**config.mk**
```make
export PLATFORM = sky130hd
export DESIGN_NAME = scan_sequencer
export DESIGN_NICKNAME = d
export VERILOG_FILES = /design/src/rtl/scan_sequencer.sv
export SDC_FILE = /design/constraint.sdc
export NUM_CORES = 1
export LEC_CHECK = 0
export CORE_ASPECT_RATIO = 1.25
export CORE_MARGIN = 2
export CORE_UTILIZATION = 57
export DETAILED_ROUTE_END_ITERATION = 8
export GPL_TIMING_DRIVEN = 0
export PLACE_DENSITY = 0.84
export SYNTH_ARGS = -nofsm -noshare
export SYNTH_HDL_FRONTEND = slang
export SYNTH_SLANG_ARGS = --single-unit
```
**constraint.sdc**
```tcl
create_clock -name clk -period 3.5 [get_ports clk]
set_input_delay 0.35 -clock clk [delete_from_list [all_inputs] [get_ports clk]]
set_output_delay 0.35 -clock clk [all_outputs]
set_load 0.02 [all_outputs]
```
**src/rtl/scan_sequencer.sv**
```systemverilog
// Autonomous scan-chain sequencer: shifts {index, din} MSB first onto tdi under a divided tck and captures tdo into dout.
// Optional adaptive clocking on returned rtck with timeout is enabled by defining SCAN_RTCK_EN.
module scan_sequencer #(
    parameter int DIV     = 3,
    parameter int IDX_W   = 8,
    parameter int DATA_W  = 8,
    parameter int TIMEOUT = 1024
) (
    input  logic              clk,
    input  logic              rst_n,
    input  logic              start,
    input  logic [IDX_W-1:0]  index,
    input  logic [DATA_W-1:0] din,
    input  logic              tdo,
    input  logic              rtck,
    output logic              tck,
    output logic              tdi,
    output logic              tms,
    output logic              busy,
    output logic              done,
    output logic [DATA_W-1:0] dout,
    output logic              err
);
    localparam int N     = IDX_W + DATA_W;
    localparam int CNT_W = $clog2(N + 1);
    localparam int DIV_W = $clog2(DIV + 1);

    // state    | meaning
    // IDLE     | waiting for start
    // SHIFT_LO | tck low, tdi = current bit, tdo sampled on last cycle
    // SHIFT_HI | tck high, advance to next bit on exit
    // UPD_LO   | update pulse low half, tms = 0
    // UPD_HI   | update pulse high half
    // DONE     | one-cycle done pulse, dout loaded; accepts start
    typedef enum logic [2:0] {
        S_IDLE, S_SHIFT_LO, S_SHIFT_HI, S_UPD_LO, S_UPD_HI, S_DONE
    } state_t;

    state_t             state;
    logic [N-1:0]       shreg;
    logic [DATA_W-1:0]  cap;
    logic [CNT_W-1:0]   bit_cnt;
    logic [DIV_W-1:0]   div_cnt;
    logic               phase_end;
    logic               phase_timeout;

`ifdef SCAN_RTCK_EN
    localparam int TMO_W = $clog2(TIMEOUT + 1);
    logic [1:0]       rtck_sync;
    logic [TMO_W-1:0] tmo_cnt;

    always_ff @(posedge clk or negedge rst_n) begin
        if (!rst_n) begin
            rtck_sync <= '0;
            tmo_cnt   <= TMO_W'(TIMEOUT - 1);
        end else begin
            rtck_sync <= {rtck_sync[0], rtck};
            if (!busy || phase_end)
                tmo_cnt <= TMO_W'(TIMEOUT - 1);
            else if (tmo_cnt != '0)
                tmo_cnt <= tmo_cnt - 1'b1;
        end
    end

    assign phase_end     = (div_cnt == '0) && (rtck_sync[1] == tck);
    assign phase_timeout = busy && (tmo_cnt == '0) && !phase_end;
`else
    logic unused_rtck_cfg;
    assign unused_rtck_cfg = rtck ^ (TIMEOUT == 0);
    assign phase_end       = (div_cnt == '0);
    assign phase_timeout   = 1'b0;
`endif

    always_ff @(posedge clk or negedge rst_n) begin
        if (!rst_n) begin
            state   <= S_IDLE;
            shreg   <= '0;
            cap     <= '0;
            bit_cnt <= '0;
            div_cnt <= '0;
            tck     <= 1'b0;
            tdi     <= 1'b0;
            tms     <= 1'b0;
            busy    <= 1'b0;
            done    <= 1'b0;
            dout    <= '0;
            err     <= 1'b0;
        end else begin
            done <= 1'b0;
            err  <= 1'b0;
            if (phase_timeout) begin
                err   <= 1'b1;
                tck   <= 1'b0;
                tms   <= 1'b0;
                tdi   <= 1'b0;
                busy  <= 1'b0;
                state <= S_IDLE;
            end else begin
                case (state)
                    S_IDLE, S_DONE: begin
                        state <= S_IDLE;
                        if (start) begin
                            shreg   <= {index, din};
                            cap     <= '0;
                            bit_cnt <= CNT_W'(N);
                            div_cnt <= DIV_W'(DIV - 1);
                            busy    <= 1'b1;
                            tck     <= 1'b0;
                            tms     <= 1'b1;
                            tdi     <= index[IDX_W-1];
                            state   <= S_SHIFT_LO;
                        end
                    end
                    S_SHIFT_LO: begin
                        if (phase_end) begin
                            cap     <= {cap[DATA_W-2:0], tdo};
                            tck     <= 1'b1;
                            div_cnt <= DIV_W'(DIV - 1);
                            state   <= S_SHIFT_HI;
                        end else if (div_cnt != '0) begin
                            div_cnt <= div_cnt - 1'b1;
                        end
                    end
                    S_SHIFT_HI: begin
                        if (phase_end) begin
                            shreg   <= {shreg[N-2:0], 1'b0};
                            bit_cnt <= bit_cnt - 1'b1;
                            tck     <= 1'b0;
                            div_cnt <= DIV_W'(DIV - 1);
                            if (bit_cnt == CNT_W'(1)) begin
                                tms   <= 1'b0;
                                tdi   <= 1'b0;
                                state <= S_UPD_LO;
                            end else begin
                                tdi   <= shreg[N-2];
                                state <= S_SHIFT_LO;
                            end
                        end else if (div_cnt != '0) begin
                            div_cnt <= div_cnt - 1'b1;
                        end
                    end
                    S_UPD_LO: begin
                        if (phase_end) begin
                            tck     <= 1'b1;
                            div_cnt <= DIV_W'(DIV - 1);
                            state   <= S_UPD_HI;
                        end else if (div_cnt != '0) begin
                            div_cnt <= div_cnt - 1'b1;
                        end
                    end
                    S_UPD_HI: begin
                        if (phase_end) begin
                            tck   <= 1'b0;
                            busy  <= 1'b0;
                            done  <= 1'b1;
                            dout  <= cap;
                            state <= S_DONE;
                        end else if (div_cnt != '0) begin
                            div_cnt <= div_cnt - 1'b1;
                        end
                    end
                    default: state <= S_IDLE;
                endcase
            end
        end
    end
endmodule

```
==> results of run 1 <==
==> cell usage in the layout (no fill, tap or decap), types with 2 or more instances in the layout <==
cell type and instances:
ha_1 6, and3_1 2, a31oi_1 18, a21oi_1 7, nor2_1 18, nand2_1 40
mux2_2 10, o22ai_1 3, clkbuf_8 5, dfrtp_1 46, nand2b_1 2, nand3_1 5
clkdlybuf4s50_1 31, clkinvlp_4 2, buf_4 2, mux2i_1 2, o21ai_0 7, o31ai_1 2
inv_1 9, a22o_1 8, or3_1 2, buf_2 7, clkbuf_1 4, nor3b_1 3
==> kinds of logic after synthesis <==
logic type      count (synthesis)  share of synthesized area
simple gates                   78                      0.160
compound gates                 52                      0.164
flops                          46                      0.533
buf+inv                        22                     0.0452
mux                            12                     0.0614
fa+ha+maj                       6                     0.0347
other cells                     1                    0.00174
==> per-layer routing <==
metal | wire [um] | track usage
met1 | 1840 | 0.275
met2 | 2110 | 0.358
met3 | 110 | 0.0496
met4 | 99 | 0.111
met5 | 0 | 0
==> metrics by stage <==
step | instances | util | hold slack (ns) | area, sq um | total power, W
global route | 299 | 0.712 | 0.519 | 2650 | 0.00227
finish | 299 | 0.712 | 0.481 | 2650 | 0.00208
CTS | 299 | 0.712 | 0.487 | 2650 | 0.00209
floorplan | 217 | - | 0.0544 | 2160 | 0.00150
detailed placement | 290 | 0.684 | 0.278 | 2550 | 0.00176
global placement | 289 | 0.680 | 0.453 | 2530 | 0.00172
==> critical path: stages (launching register included) <==
cell      delay (ns)
dfrtp_1         0.39
inv_1           0.13
ha_1            0.16
buf_4           0.15
mux2i_1         0.15
o31ai_2         0.44
clkbuf_1        0.41
a31oi_1         0.16
==> power by group through the flow <==
stage | Combinational (W) | Clock (W) | Sequential [W]
2_1_floorplan | 0.000623 | 0 | 0.000872
3_3_place_gp | 0.000849 | 0 | 0.000867
3_5_place_dp | 0.000881 | 0 | 0.000877
4_1_cts | 0.000886 | 0.000336 | 0.000868
5_1_grt | 0.00101 | 0.000362 | 0.000895
6_report | 0.000880 | 0.000330 | 0.000870
==> how the worst max path moves through the flow <==
stage	startpoint	cells after the start	endpoint
after floorplan	div_cnt[0]	7	bit_cnt[3]
after global placement	rst_n	1	tdi
after detailed placement	start	5	shreg[11]
after CTS	div_cnt[0]	7	shreg[11]
after global routing	div_cnt[0]	7	shreg[11]
final	div_cnt[0]	7	shreg[11]
==> final cells by class <==
class	count	area, sq um	share of cell area
Sequential cell	46	1150	0.435
Tap cell	40	50.0	0.0189
Multi-Input combinational cell	149	912	0.344
Timing Repair Buffer	34	345	0.130
Buffer	13	63.8	0.0241
Clock buffer	5	68.8	0.0260
Clock inverter	3	23.8	0.00897
Inverter	9	33.8	0.0128
==> cell usage after synthesis (2+ instances only) <==
cell type / count / area, sq um
nand2_1: 40 / 150
o21ai_0: 7 / 35.0
clkbuf_1: 4 / 15.0
o31ai_1: 2 / 15.0
nor3b_1: 3 / 22.5
dfrtp_1: 46 / 1150
buf_4: 2 / 15.0
nand3_1: 5 / 25.0
nor2_1: 18 / 67.6
mux2_2: 10 / 113
buf_2: 6 / 30.0
o22ai_1: 3 / 18.8
mux2i_1: 2 / 20.0
inv_1: 9 / 33.8
nand2b_1: 2 / 12.5
and3_1: 2 / 12.5
a21oi_1: 7 / 35.0
a31oi_1: 18 / 113
a22o_1: 8 / 70.1
or3_1: 2 / 12.5
ha_1: 6 / 75.1
==> registers in the layout, indices dropped and copies added, names as in the netlist <==
signal,count
shreg,15
cap,8
dout,8
bit_cnt,5
state,3
div_cnt,2
busy,1
done,1
tck,1
tdi,1
tms,1
==> reports/qor.yml, run 1 <==
fmax_mhz: 473
nFillCells: 281
setup_violations: 0
fin_crit_sh: 0.605
status: "completed"
crit_path_end_kind: "register"
dieArea_sq_mm: 0.00430
worstSetupPathType: "register to register"
cts_resized: 0
coreArea_sq_mm: 0.00372
total_leakage_power_nw: 1.18
place_hpwl_mm: 3.03
numCtsBuffers: 5
final_antenna_net_count: 0
drv_slew: 0
r2r_slack_ns: 1.38
cts_setup_buffers: 0
reg2reg_to: "shreg[11]"
drive_gt1_frac: 0.127
grt_pass1_wl_mm: 7.26
vias: 1725
grt_max_degree: 34
synth_edf_count: 0
worst_ep_required_time_ns: 3.66
grt_antenna_before_repair: 0
synth_nets: 244
clk_latency_ns: 0.30
place_congestion: 0.810
async_flop_share: 1.00
routed_wl_mm: 4.16
rr_worst_depth: 7
start_util: 0.581
diodes: 0
cts_sinks: 46
hp-class: "input pin to async pin"
grt-ovfl-total: 0
syn-instance-count: 217
viasPerCell: 5.77
syn-cell-area_sq_mm: 0.00216
power_density_mw_per_mm2: 785
num_io_pins: 35
first_pass_iters: 5
ir_worst_vdd_uv: 362
yosys_warnings: 0
route.detailed.drc: 0
maxCapViolCount: 0
clk_path_buf_depth: 2
critPathArrivalTime_ns: 2.27
p_sw_w: 0.000825
finalWorstSetupSlack_ns: 1.38
post_drt_wl_per_cell_um: 13.9
synth_seq_area_share: 0.533
rsz0062_at_grt: "no"
power_switching_share: 0.396
hold_buffers: 1
p_seq_frac: 0.418
r2r-start: "div_cnt[0]"
place_ws_ns: 1.23
combPwrFrac: 0.423
critPathMaxFanout: 10
num_rows: 25
internal_power_w: 0.00126
drtIter0Drc: 63
nets: 285
root_buffer: "clkbuf_8"
io_buffers: 32
hold_violations: 0
start_kind: "register"
synth_area_per_cell_sq_um: 9.96
ys.flop_type: "dfrtp_1"
ys_types: 36
htreeDepth: 2
ys_ff_latch: 46
finalCriticalPeriod_ns: 2.12
tightest_slew_ns: 0.588
relSlewSlack: 0.606
finalClockSkew_ns: 0.00518
p_clk_frac: 0.159
die_w_um: 59.1
clk_pin_slew_ns: 0.09
grt_pass1_vias: 1665
setup_tns_ns: 0
cts_tree: "yes"
grt_util_all_layers: 0.221
die_h_um: 72.8
area_delta_synth_final_pct: 22.6
No activity file was read; power rests on OpenSTA's default activity.
==> run 2: changes to the inputs <==
--- a/config.mk
+++ b/config.mk
@@ -7,10 +7,10 @@
 export LEC_CHECK = 0
 export CORE_ASPECT_RATIO = 1.25
 export CORE_MARGIN = 2
-export CORE_UTILIZATION = 57
+export CORE_UTILIZATION = 48
 export DETAILED_ROUTE_END_ITERATION = 8
 export GPL_TIMING_DRIVEN = 0
-export PLACE_DENSITY = 0.84
+export PLACE_DENSITY = 0.76
 export SYNTH_ARGS = -nofsm -noshare
 export SYNTH_HDL_FRONTEND = slang
 export SYNTH_SLANG_ARGS = --single-unit
==> constraint.sdc (replaced) <==
create_clock -name clk -period 1.7 [get_ports clk]
set_input_delay 0.17 -clock clk [delete_from_list [all_inputs] [get_ports clk]]
set_output_delay 0.17 -clock clk [all_outputs]
set_load 0.02 [all_outputs]
==> run 2 against run 1 <==
- utilization down 1.1 points
- non-clock buffer count rose by 16
- register-to-register slack worse by 1.4 ns
- design area is 15% higher
- first-iteration DRC count rose by 78%
- final cell count up 11%
- via count increased by 6.8%
- maximum frequency rose by 26%
- critical endpoint is now bit_cnt[3]
==> reports/qor.yml, run 2 (synthesis results as in run 1) <==
status: "completed"
start_kind: "register"
drive_gt1_frac: 0.244
crit_path_end_kind: "register"
grt_pass1_wl_mm: 7.91
cts_tree: "yes"
crit_family: "simple AND/OR/NAND/NOR gates"
viasPerCell: 5.53
diodes: 0
clk_path_buf_depth: 2
finalClockSkew_ns: 0.00849
num_io_pins: 35
layout_common_cells: "45 x dfrtp_1, 39 x nand2_1, 31 x clkdlybuf4s50_1"
root_buffer: "clkbuf_8"
reg.largest.list: "shreg x15, cap x8, dout x8"
total_leakage_power_nw: 1.36
cp_slowest_cell: "or4_4"
grt_util_all_layers: 0.202
coreArea_sq_mm: 0.00436
num_rows: 27
vias: 1842
cts_sinks: 46
path_buf_inv: 2
drv_slew: 0
numCtsBuffers: 5
p_total_w: 0.00522
fin_crit_sh: 0.984
area_delta_synth_final_pct: 41.3
grt_max_degree: 39
htreeDepth: 2
crit_chain: "inv_2, ha_4, buf_6, mux2i_4, o31a_4, or4_4, nand3_2"
place_congestion: 0.785
die_w_um: 64.0
dieArea_sq_mm: 0.00506
largest_reg_flops: 15
setup_tns_ns: 0
finalCriticalPeriod_ns: 1.67
critPathMaxStageDelay_ns: 0.42
layout_commonest_cell: "dfrtp_1"
worstSetupPathType: "register to register"
nets: 301
grt_antenna_before_repair: 0
critPathMaxFanout: 7
hp-class: "input pin to async pin"
clk_pin_slew_ns: 0.09
ir_worst_vdd_uv: 809
start_util: 0.496
critPathArrivalTime_ns: 1.92
hold_violations: 0
setup_violations: 0
routed_wl_mm: 5.14
io_buffers: 32
grt_pass1_vias: 1731
drtIter0Drc: 112
place_hpwl_mm: 2.97
power_density_mw_per_mm2: 1710
regMostFlops: "shreg"
worst_ep_required_time_ns: 1.95
grt-ovfl-total: 0
clk_latency_ns: 0.31
fmax_mhz: 598
hold_slack_ns: 0.258
post_drt_wl_per_cell_um: 15.4
route.detailed.drc: 0
die_h_um: 79.0
final_antenna_net_count: 0
maxCapViolCount: 0
rsz0062_at_grt: "yes"
first_pass_iters: 4
run 2: cell types whose count changed in the layout (fill, tap and decap cells not counted), moves of 2 or more:
| cell | previous run | this run |
|---|---|---|
| buf_2 | 7 | 4 |
| inv_1 | 9 | 7 |
| buf_6 | 0 | 4 |
| bufinv_16 | 0 | 2 |
| buf_4 | 2 | 14 |
| clkbuf_2 | 0 | 2 |
| buf_8 | 0 | 2 |
| clkbuf_16 | 0 | 2 |
| clkbuf_1 | 4 | 0 |
| nand3_1 | 5 | 3 |
| mux2_4 | 0 | 8 |
| mux2_2 | 10 | 2 |
run 2: what timing repair did:
action | CTS | global route
pin swaps | 3 | 2
gates resized for setup | 19 | 25
cloned | 0 | 2
endpoints found under the setup margin | 34 | 41
hold endpoints to repair | 8 | 0
hold buffers | 1 | 0
buffers inserted | 10 | 5
run 2: per-layer routing:
layer | vias up | track usage | share of wire
met2 | 66 | 0.356 | 0.53
met4 | 0 | 0.0674 | 0.028
li1 | 871 | - | -
met5 | - | 0 | 0
met1 | 893 | 0.244 | 0.40
met3 | 12 | 0.0439 | 0.040
run 2: layout make-up:
class                      instances  area [sq um]
tap                               58          72.6
clock inverter                     3          68.8
fill                             288          1310
buffer                            12           103
clock buffer                       5          68.8
timing repair buffer              51           519
inverter                           9          37.5
sequential                        46          1150
multi-input combinational        149          1030
run 2: power by group:
group / switching, W / internal [W]
sequential: 0.000310 / 0.00151
clock: 0.000381 / 0.000589
combinational: 0.00124 / 0.00119
total: 0.00193 / 0.00329
run 2: worst paths after layout:
path / startpoint / to / slack, ns / depth (start not counted)
max: div_cnt[0] / bit_cnt[3] / 0.03 / 7
min: rst_n / state[2] / 0.26 / 2
max reg2reg: div_cnt[0] / bit_cnt[3] / 0.03 / 7
min reg2reg: shreg[0] / shreg[0] / 0.48 / 2
max in group asynchronous: rst_n / state[1] / 0.96 / 3
min in group clk: din[0] / shreg[0] / 0.41 / 3
run 2: through the flow:
step | cell area (sq um) | utilization | setup WS (ns) | std cells
floorplan | 2180 | - | -0.0185 | 217
global placement | 2580 | 0.591 | -0.792 | 307
detailed placement | 2590 | 0.595 | -0.388 | 308
CTS | 2870 | 0.658 | 0.0115 | 327
global route | 3050 | 0.701 | -0.0611 | 333
finish | 3050 | 0.701 | 0.0268 | 333
==> edit, RTL diff (flow settings as in run 1) <==
Change the parameter `DIV` from 3 to 6.
--- a/src/rtl/scan_sequencer.sv
+++ b/src/rtl/scan_sequencer.sv
@@ -3,3 +3,3 @@
 module scan_sequencer #(
-    parameter int DIV     = 3,
+    parameter int DIV     = 6,
     parameter int IDX_W   = 8,
Function: changed (a bounded check fails within 10 cycles, from zero or initial values and one cycle with rst_n low).
==> edit against run 1 <==
Synthesized cell count grew 3.7%. Global-route usage down 0.70 points. Routed wire length increased by 11%. Setup slack better by 120 ps. Non-clock buffer count is the same. Sequential power shrank 6.0%. Design area is 8.5% higher. Via count rose by 3.4%. Count of clock-buffer cells in the layout is 1 higher. Sequential cell count up 1. Synthesized area rose by 9.8%. Power is 2.5% lower. Combinational power rose by 2%.
==> edit: results (changes against run 1) <==
metric,value,unit,change
Leak,1.23,nW,was 1.18 nW
most frequent cells after synthesis,"47 x dfrtp_1, 36 x nand2_1, 13 x nor2_1, 10 x a31oi_2, 10 x nor2_2",,"was 46 x dfrtp_1, 40 x nand2_1, 18 x a31oi_1, 18 x nor2_1, 10 x mux2_2"
All-Layer GR Usage,21.4,%,was 22.1%
status,"finished, final reports clean",,unchanged
CTS max path bufs,2,,unchanged
routability congestion estimate,0.834,,was 0.810
H-tree depth,2,,unchanged
layout cell share with drive strength beyond 1,20.2,%,was 12.7%
Fillers,321,,was 281
"Data arrival, critical path",2220,ps,was 2270 ps
Nets,292,,was 285
maximum vdd ir drop,423,uV,was 362 uV
DRT Pass-1 Iters,4,,was 5
global-route wire length before repair,7.71,mm,was 7.26 mm
Area contributors post-synth,"dfrtp_1 50%, nand2_1 5.7%, a31oi_2 5.3%",,"was dfrtp_1 53%, nand2_1 6.9%, a31oi_1 5.2%"
worst clock skew,7.21,ps,was 5.18 ps
syn_nets,251,,was 244
register area share after synthesis,49.6,%,was 53.3%
Post-synth EDFFs,0,,unchanged
vias in the first global route,1695,,was 1665
First DRT Iteration DRCs,93,,was 63
drt total wl,4.64,mm,was 4.16 mm
largest net degree at the start of global routing,33,,was 34
Netlist cell types,49,,was 36
DR vias,1783,,was 1725
dpl hpwl,3.36,mm,was 3.03 mm
-- edit: path summary, 6_finish.rpt --
| check | start | to | slack, ps | depth (start not counted) |
|---|---|---|---|---|
| min in group clk | tms | tms | 500 | 1 |
| max | div_cnt[0] | shreg[13] | 1500 | 10 |
| max in group asynchronous | rst_n | div_cnt[2] | 2500 | 3 |
| min | rst_n | shreg[7] | 500 | 2 |
| min reg2reg | tms | tms | 500 | 1 |
| max reg2reg | div_cnt[0] | shreg[13] | 1500 | 10 |
-- edit: repair_timing --
action / CTS / global route
hold buffers: 1 / 0
buffers inserted: 0 / 0
hold endpoints to repair: 15 / 0
-- edit: report_power, final --
| group | leakage, nW | internal [mW] | total (mW) | switching (mW) |
|---|---|---|---|---|
| logic | 0.613 | 0.405 | 0.894 | 0.489 |
| clock network | 0.0412 | 0.140 | 0.316 | 0.176 |
| registers | 0.577 | 0.701 | 0.818 | 0.117 |
| total | 1.23 | 1.25 | 2.03 | 0.783 |
-- edit: per-layer routing --
layer / GRT usage [%] / vias up / part of all wire [%]
li1: - / 868 / -
met1: 28.3 / 872 / 43
met2: 35.1 / 36 / 52
met3: 4.07 / 7 / 3.4
met4: 6.17 / 0 / 1.3
met5: 0 / - / 0
-- edit: cell type report --
cell class                      count  area share [%]
Tap cell                           56            2.44
Inverter                            8            1.04
Clock buffer                        6            2.53
Multi-Input combinational cell    157            36.9
Clock inverter                      2           0.435
Timing Repair Buffer               34            12.0
Buffer                             13            3.70
Sequential cell                    47            40.9
-- edit: logic make-up (layout without fill, tap and decap cells) --
kind of cell | Yosys count | in the layout | synth area share (%)
buf+inv | 21 | 63 | 5.75
fa+ha+maj | 5 | 5 | 2.64
mux | 9 | 9 | 4.22
simple gates | 90 | 90 | 19.9
other cells | 1 | 1 | 0.158
flops | 47 | 47 | 49.6
compound gates | 50 | 50 | 17.1
xor+xnor | 2 | 2 | 0.738
-- edit: critical path: stages, from the launching register on --
cell     delay [ps]
dfrtp_1         390
inv_1           110
ha_1            220
nor2b_1         130
buf_2           230
inv_2           130
o22ai_2         180
buf_6           190
buf_12          150
nor2_2           40
a31oi_2         150
-- edit: metrics by stage --
step           util [%]  area [sq um]  worst slack (ps)  power, mW  std cells
2_1_floorplan         -          2370              1810       1.49        225
3_3_place_gp       68.5          2760               818       1.68        313
3_5_place_dp       68.9          2780              1520       1.72        314
4_1_cts            71.2          2870              1490       2.04        323
5_1_grt            71.2          2870              1320       2.17        323
6_report           71.2          2870              1500       2.03        323
